### src/rtl/kcpsmx_call_stack_if.sv
// Bus bundle for the KCPSMX call/return stack: command strobes, push data,
// top-of-stack data and status/error flags.
interface kcpsmx_call_stack_if #(
  parameter int WIDTH = 10,
  parameter int DEPTH = 31
) ();
  localparam int CNT_W = $clog2(DEPTH + 1);

  logic             push;
  logic             pop;
  logic             flush;
  logic             clear_err;
  logic [WIDTH-1:0] data_in;
  logic [WIDTH-1:0] top_data;
  logic [CNT_W-1:0] count;
  logic             full;
  logic             empty;
  logic             overflow;
  logic             underflow;

  modport master (
    output push, pop, flush, clear_err, data_in,
    input  top_data, count, full, empty, overflow, underflow
  );

  modport slave (
    input  push, pop, flush, clear_err, data_in,
    output top_data, count, full, empty, overflow, underflow
  );
endinterface

### src/rtl/kcpsmx_call_stack.sv
// Self-addressed call/return stack with modulo-DEPTH pointer, occupancy count,
// replace-top, flush, and sticky overflow/underflow flags (wrap or saturate).
module kcpsmx_call_stack #(
  parameter int WIDTH     = 10,
  parameter int DEPTH     = 31,
  parameter int WRAP_MODE = 1
) (
  input  logic                   clk,
  input  logic                   reset,
  kcpsmx_call_stack_if.slave     bus
);
  localparam int PTR_W = $clog2(DEPTH);
  localparam int CNT_W = $clog2(DEPTH + 1);
  localparam logic [PTR_W-1:0] PTR_MAX  = PTR_W'(DEPTH - 1);
  localparam logic [CNT_W-1:0] CNT_FULL = CNT_W'(DEPTH);

  logic [WIDTH-1:0] mem_q [DEPTH];
  logic [PTR_W-1:0] wr_ptr_q, wr_ptr_d;
  logic [CNT_W-1:0] count_q, count_d;
  logic             overflow_q, overflow_d;
  logic             underflow_q, underflow_d;

  logic [PTR_W-1:0] ptr_inc_s, ptr_dec_s, mem_waddr_s;
  logic             mem_we_s, full_s, empty_s, ovf_set_s, unf_set_s;

  assign full_s    = (count_q == CNT_FULL);
  assign empty_s   = (count_q == CNT_W'(0));
  assign ptr_inc_s = (wr_ptr_q == PTR_MAX) ? PTR_W'(0) : wr_ptr_q + PTR_W'(1);
  assign ptr_dec_s = (wr_ptr_q == PTR_W'(0)) ? PTR_MAX : wr_ptr_q - PTR_W'(1);

  // Next-state: flush wins; push+pop on a non-empty stack rewrites the top in place.
  always_comb begin
    wr_ptr_d    = wr_ptr_q;
    count_d     = count_q;
    mem_we_s    = 1'b0;
    mem_waddr_s = wr_ptr_q;
    ovf_set_s   = 1'b0;
    unf_set_s   = 1'b0;
    if (bus.flush) begin
      wr_ptr_d = PTR_W'(0);
      count_d  = CNT_W'(0);
    end else if (bus.push && bus.pop && !empty_s) begin
      mem_we_s    = 1'b1;
      mem_waddr_s = ptr_dec_s;
    end else if (bus.push) begin
      if (!full_s) begin
        mem_we_s = 1'b1;
        wr_ptr_d = ptr_inc_s;
        count_d  = count_q + CNT_W'(1);
      end else if (WRAP_MODE != 0) begin
        mem_we_s  = 1'b1;
        wr_ptr_d  = ptr_inc_s;
        ovf_set_s = 1'b1;
      end else begin
        ovf_set_s = 1'b1;
      end
    end else if (bus.pop) begin
      if (!empty_s) begin
        wr_ptr_d = ptr_dec_s;
        count_d  = count_q - CNT_W'(1);
      end else if (WRAP_MODE != 0) begin
        wr_ptr_d  = ptr_dec_s;
        unf_set_s = 1'b1;
      end else begin
        unf_set_s = 1'b1;
      end
    end else begin
      wr_ptr_d = wr_ptr_q;
    end
    // A new error event in the same cycle as clear_err leaves the flag set.
    overflow_d  = (bus.clear_err ? 1'b0 : overflow_q)  | ovf_set_s;
    underflow_d = (bus.clear_err ? 1'b0 : underflow_q) | unf_set_s;
  end

  // Pointer, occupancy and error-flag state.
  always_ff @(posedge clk or negedge reset) begin
    if (!reset) begin
      wr_ptr_q    <= PTR_W'(0);
      count_q     <= CNT_W'(0);
      overflow_q  <= 1'b0;
      underflow_q <= 1'b0;
    end else begin
      wr_ptr_q    <= wr_ptr_d;
      count_q     <= count_d;
      overflow_q  <= overflow_d;
      underflow_q <= underflow_d;
    end
  end

  // Entry storage, deliberately not reset; writes are suppressed while reset is held.
  always_ff @(posedge clk) begin
    if (mem_we_s && reset) begin
      mem_q[mem_waddr_s] <= bus.data_in;
    end
  end

  assign bus.top_data  = empty_s ? WIDTH'(0) : mem_q[ptr_dec_s];
  assign bus.count     = count_q;
  assign bus.full      = full_s;
  assign bus.empty     = empty_s;
  assign bus.overflow  = overflow_q;
  assign bus.underflow = underflow_q;
endmodule
### src/flat_wrapper.sv
// flat-port wrapper written by rule: the top's interface ports become plain ports
module kcpsmx_call_stack_flat 
#(
  parameter int WIDTH     = 10,
  parameter int DEPTH     = 31,
  parameter int WRAP_MODE = 1
)
  (clk, reset, bus_push, bus_pop, bus_flush, bus_clear_err, bus_data_in, bus_top_data, bus_count, bus_full, bus_empty, bus_overflow, bus_underflow);
  kcpsmx_call_stack_if #(.WIDTH(WIDTH), .DEPTH(DEPTH)) bus_i ();
  input  logic clk;
  input  logic reset;
  input wire logic [$bits(bus_i.push)-1:0] bus_push;
  input wire logic [$bits(bus_i.pop)-1:0] bus_pop;
  input wire logic [$bits(bus_i.flush)-1:0] bus_flush;
  input wire logic [$bits(bus_i.clear_err)-1:0] bus_clear_err;
  input wire logic [$bits(bus_i.data_in)-1:0] bus_data_in;
  output wire logic [$bits(bus_i.top_data)-1:0] bus_top_data;
  output wire logic [$bits(bus_i.count)-1:0] bus_count;
  output wire logic [$bits(bus_i.full)-1:0] bus_full;
  output wire logic [$bits(bus_i.empty)-1:0] bus_empty;
  output wire logic [$bits(bus_i.overflow)-1:0] bus_overflow;
  output wire logic [$bits(bus_i.underflow)-1:0] bus_underflow;
  assign bus_i.push = bus_push;
  assign bus_i.pop = bus_pop;
  assign bus_i.flush = bus_flush;
  assign bus_i.clear_err = bus_clear_err;
  assign bus_i.data_in = bus_data_in;
  assign bus_top_data = bus_i.top_data;
  assign bus_count = bus_i.count;
  assign bus_full = bus_i.full;
  assign bus_empty = bus_i.empty;
  assign bus_overflow = bus_i.overflow;
  assign bus_underflow = bus_i.underflow;
  kcpsmx_call_stack #(.WIDTH(WIDTH), .DEPTH(DEPTH), .WRAP_MODE(WRAP_MODE)) u_core (.clk(clk), .reset(reset), .bus(bus_i));
endmodule
### config.mk
export PLATFORM = sky130hd
export DESIGN_NAME = kcpsmx_call_stack_flat
export DESIGN_NICKNAME = d
export VERILOG_FILES = /design/src/rtl/kcpsmx_call_stack_if.sv /design/src/rtl/kcpsmx_call_stack.sv /design/src/flat_wrapper.sv
export SDC_FILE = /design/constraint.sdc
export NUM_CORES = 1
export LEC_CHECK = 0
export BUFFER_PORTS_ARGS = -buffer_cell sky130_fd_sc_hd__buf_2
export CORE_ASPECT_RATIO = 0.7
export CORE_MARGIN = 10
export CORE_UTILIZATION = 35
export CTS_CLUSTER_DIAMETER = 200
export DETAILED_ROUTE_END_ITERATION = 10
export GPL_TIMING_DRIVEN = 0
export PLACE_DENSITY = 0.47
export SYNTH_ARGS = -nofsm -noshare
export SYNTH_HDL_FRONTEND = slang
export SYNTH_SLANG_ARGS = --single-unit
### constraint.sdc
create_clock -name clk -period 5.27 [get_ports clk]
set_input_delay 1.054 -clock clk [delete_from_list [all_inputs] [get_ports clk]]
set_output_delay 1.054 -clock clk [all_outputs]
set_load 0.02 [all_outputs]
* Word-level counts from Yosys, hierarchy flattened *
Memories as Yosys holds them, arrays and structs flattened.
Index checks and enable logic that the tools add are counted.
Widths: inputs -> output; s select.

word-level totals
  bits in writable memories = 310
  logic and storage cells = 56
  output and inout bits = 19
  memories kept = 1
  register bits after elaboration = 12

memory list
  memory        words  bits a word  rd ports  clocked after Yosys merged registers in  write ports  RTL line                 source
  u_core.mem_q  31     10           1         0                                        1            kcpsmx_call_stack.sv:17  logic [WIDTH-1:0] mem_q [DEPTH];

operators by class
  add/subtract/negate cells = 4
  reduce and logical (&&, ||, !) cells = 9
  equality and inequality tests = 5
  bitwise logic cells = 2
  mux-type cells = 31

operator list
  cell                 number
  $mux 5               14
  $mux 1               16
  $add 5x1->5 const B  2
  $eq 5x5->1 const B   2
  $logic_not 5->1      2
  $mux 10              1
  $sub 5x1->5 const B  2
  $ne 3x3->1 const B   2
  $reduce_and 4->1     1
  $logic_and 1x1->1    3
  $reduce_bool 3->1    1
  $ne 2x2->1 const B   1
  $or 1x1->1           2
  $reduce_and 2->1     1
  $logic_not 1->1      1

* Depth between registers and ports, before layout *
  depth after elaboration = 8
  gate-level depth with buffers = 12

* Worst setup path after synthesis *
Ideal clock, no wire load.

  path kind = flip-flop to output port
  start = register u_core.wr_ptr_q[0]
  end = output bus_top_data[2]
  cell stages (with the launch flop) = 13
  required time = 4,216 ps
  arrival = 3,088 ps
  slack = 1,128 ps
  cell sequence = dfrtp_1 > clkbuf_1 > clkinv_1 > ha_1 > nor4b_4 > nor2_2 > buf_6 > buf_4 > buf_2 > nand2_1 > a311oi_1 > a211oi_1 > o32ai_1

between the ends
  longest elaborated chain between the ends = 4

ends and longest elaborated chain
  element                                         RTL line                 source
  from (decl)                                     kcpsmx_call_stack.sv:18  logic [PTR_W-1:0] wr_ptr_q, wr_ptr_d;
  from (signal assigned)                          kcpsmx_call_stack.sv:83  wr_ptr_q <= wr_ptr_d;
  $sub 5x1->5 or $logic_not 5->1 (tied branches)  kcpsmx_call_stack.sv:29  assign ptr_dec_s = (wr_ptr_q == PTR_W'(0)) ? PTR_MAX : wr_ptr_q - PTR_W'(1);
  $mux 5 *                                        kcpsmx_call_stack.sv:29
  $mem_v2 31x10 *                                 --
  $mux 10 *                                       kcpsmx_call_stack.sv:97  assign bus.top_data = empty_s ? WIDTH'(0) : mem_q[ptr_dec_s];
  to (decl)                                       flat_wrapper.sv:17       output wire logic [$bits(bus_i.top_data)-1:0] bus_top_data;

Mark *: on every way between the ends. The rest lies on a longest branch, timed or not.

* Worst setup path in the final report *
Ends and elaborated chain as after synthesis.

==> results.ini <==
[outcome]
outcome = completed

[detailed_routing]
vias = 7618
drt_iter0_drc = 959
ant_nets = 0
wirelength_mm = 39.7
drc = 0
first_pass_iters = 5
post_drt_via_cell_ratio = 5.72
wire_per_inst_um = 29.8

[grt]
grt.overflow.total = 0
grt_pass1_wl_mm = 56.1
grt_max_degree = 32
grt_pass1_vias = 7626
antenna_found_initial = 1
track_usage = 0.170

[die]
initial_utilization = 0.356
core_um2 = 37400
die-width_um = 253
pin_count = 35
row_count = 59
dieHeight_um = 183
die-area_um2 = 46300

[logic_synthesis]
netlist_area_um2 = 13300
synth.area.top_cells = edfxtp_1, mux4_2, dfrtp_1, nor2_1, mux2i_1
yosys.area.top_type_share = 0.700
ys_ff_latch = 322
yosys.area.top_type = edfxtp_1
yosys.cell_types.count = 65
yosys_warnings = 0
synthCells = 757
synth_nets = 780
synth_edf_count = 310
async_flop_share = 0.0373
syn_area_per_cell_um2 = 17.6
yosysMostFrequentCell = edfxtp_1
synthTopCellsByCount = edfxtp_1, mux4_2, nor2_1
synth_seq_area_share = 0.723
synthFlopType = edfxtp_1

[worst_setup_path]
slowest_delay_ps = 590
crit_buf_inv = 3
startpoint_type = flop
crit_path_end_kind = primary output
crit_chain = clkinv_2 > ha_1 > nor4b_4 > nor2_4 > buf_4 > mux4_2 > a22o_1 > a221oi_2 > o32ai_2 > buf_2
cpMaxStageDelayCell = mux4_2
crit_fanout = 10
critPathTopFamily = compound AO/OA/AOI/OAI gates
crit_type = flop to primary output
cp_data_arrival_time_ps = 4150
required_ps = 4220
r2r_slack_ps = 850

[timing]
fin_crit_sh = 0.987
timing.slew.headroom = 0.117
drv_slew = 0
finalSetupTns_ps = 0
max_freq_ghz = 0.192
finalClockSkew_ps = 18.0
setup_viol = 0
finalHoldViolations = 0
rsz0062_at_grt = no
worst_slew_pin_slew_ps = 1320
fin_crit_ps = 5200
fin_ws_ps = 67.4

[cts]
cts.sinks = 322
cts_tree = done
cts-htree-levels = 1
cts_buffers = 31
cts.path.max_buffers = 3
path_clk_slew_ps = 70
clk_latency_ps = 590
hold_buffers = 0
root_buffer = clkbuf_16

[final_layout]
areaGrowthSynthToFinish_pct = 14.4
nFillCells = 3342
final_cells = 1332
drive_gt1_frac = 0.221
final_core_util = 0.407
nets = 843
multi_input_area_um2 = 3520
regArea_um2 = 9610

[flow_run]
drv_cap = 0

[place]
place_inst = 1278
io_buffers = 33
hpwlAfterDp_mm = 26.9
pre_cts_ws_ps = -898
globalplace.congestion = 0.905

[power]
finalPower_w = 0.00920
max-vdd-ir-drop_mv = 0.311
p_per_area_nw_per_um2 = 605
p_leak_nw = 4.89

[min_path]
min_path_type = input pin to asynchronous set/reset pin

-- layout by cell type (no fill, tap or decap), types with 9 or more instances in the layout --
cell type	synthesis	layout
nor2_1	57	57
buf_2	8	39
nand3_1	9	9
a21oi_1	16	14
a211oi_1	11	11
mux2i_1	17	17
clkbuf_16	0	31
mux4_2	59	59
a31oi_1	9	9
clkbuf_1	23	30
dfrtp_1	12	10
o21ai_0	21	21
nor3_1	22	18
nand2_1	38	38
edfxtp_1	310	310
-- sequential cells by signal (all words and copies together), names as in the netlist --
signal and flops:
u_core.bus.overflow 1, u_core.bus.underflow 1, u_core.mem_q 310, u_core.bus.count 5, u_core.wr_ptr_q 5
-- timing repair --
| action | CTS | global route |
|---|---|---|
| gates resized for setup | 27 | 8 |
| setup endpoints to repair | 170 | 7 |
| setup buffers | 0 | 0 |
-- worst reg2reg max path: cells and delay by family, from the launching register on --
family,cells,cell delay [ps]
and+or+nand+nor,4,1120
adders and majority gates,1,300
DFF,1,490
AOI/OAI and AO/OA,1,1040
buffers and inverters,4,1060
-- metal layers --
metal / track usage / vias to the layer above / share of wire
met2: 0.253 / 289 / 0.43
li1: - / 3218 / -
met3: 0.0497 / 46 / 0.089
met4: 0.0375 / 0 / 0.022
met5: 0 / - / 0
met1: 0.241 / 4065 / 0.46
-- layout make-up --
type | count | area share
clock buffers | 49 | 0.0561
diodes | 1 | 0.000165
inverters | 9 | 0.00230
well taps | 488 | 0.0402
clock inverters | 7 | 0.0101
multi-input cells | 385 | 0.231
plain buffers | 38 | 0.0168
repair buffers | 33 | 0.0109
flip-flops and latches | 322 | 0.632
-- report_power, final --
group	internal, W	switching [W]	leakage, nW
Clock	0.00131	0.000944	0.484
Combinational	0.00139	0.00264	1.46
Sequential	0.00287	0.0000528	2.94
Total	0.00556	0.00364	4.89
-- metrics by stage --
| stage | hold WS, ps | area, um^2 |
|---|---|---|
| floorplan | 610 | 13300 |
| global placement | 469 | 14100 |
| detailed placement | 479 | 14100 |
| CTS | 353 | 15200 |
| global route | 375 | 15200 |
| finish | 364 | 15200 |
-- final timing paths --
path / startpoint / endpoint / cells after the start
max: u_core.wr_ptr_q[0]$_DFFE_PN0P_ / bus_top_data[2] / 10
min: reset / u_core.wr_ptr_q[4]$_DFFE_PN0P_ / 1
max reg2reg: u_core.wr_ptr_q[0]$_DFFE_PN0P_ / u_core.mem_q[22][8]$_DFFE_PP_ / 10
min reg2reg: u_core.bus.overflow$_DFF_PN0_ / u_core.bus.overflow$_DFF_PN0_ / 1
max in group asynchronous: reset / u_core.wr_ptr_q[1]$_DFFE_PN0P_ / 1
min in group clk: u_core.bus.overflow$_DFF_PN0_ / u_core.bus.overflow$_DFF_PN0_ / 1
-- logic make-up (layout without fill, tap and decap cells) --
group / Yosys count / after routing / synth area share
xor+xnor: 8 / 8 / 0.00527
fa+ha+maj: 7 / 7 / 0.00715
compound gates: 130 / 130 / 0.0686
simple gates: 159 / 159 / 0.0568
buf+inv: 50 / 136 / 0.0200
mux: 81 / 81 / 0.119
other cells: 0 / 1 / 0
flops: 322 / 322 / 0.723
(Power assumes the default switching activity.)
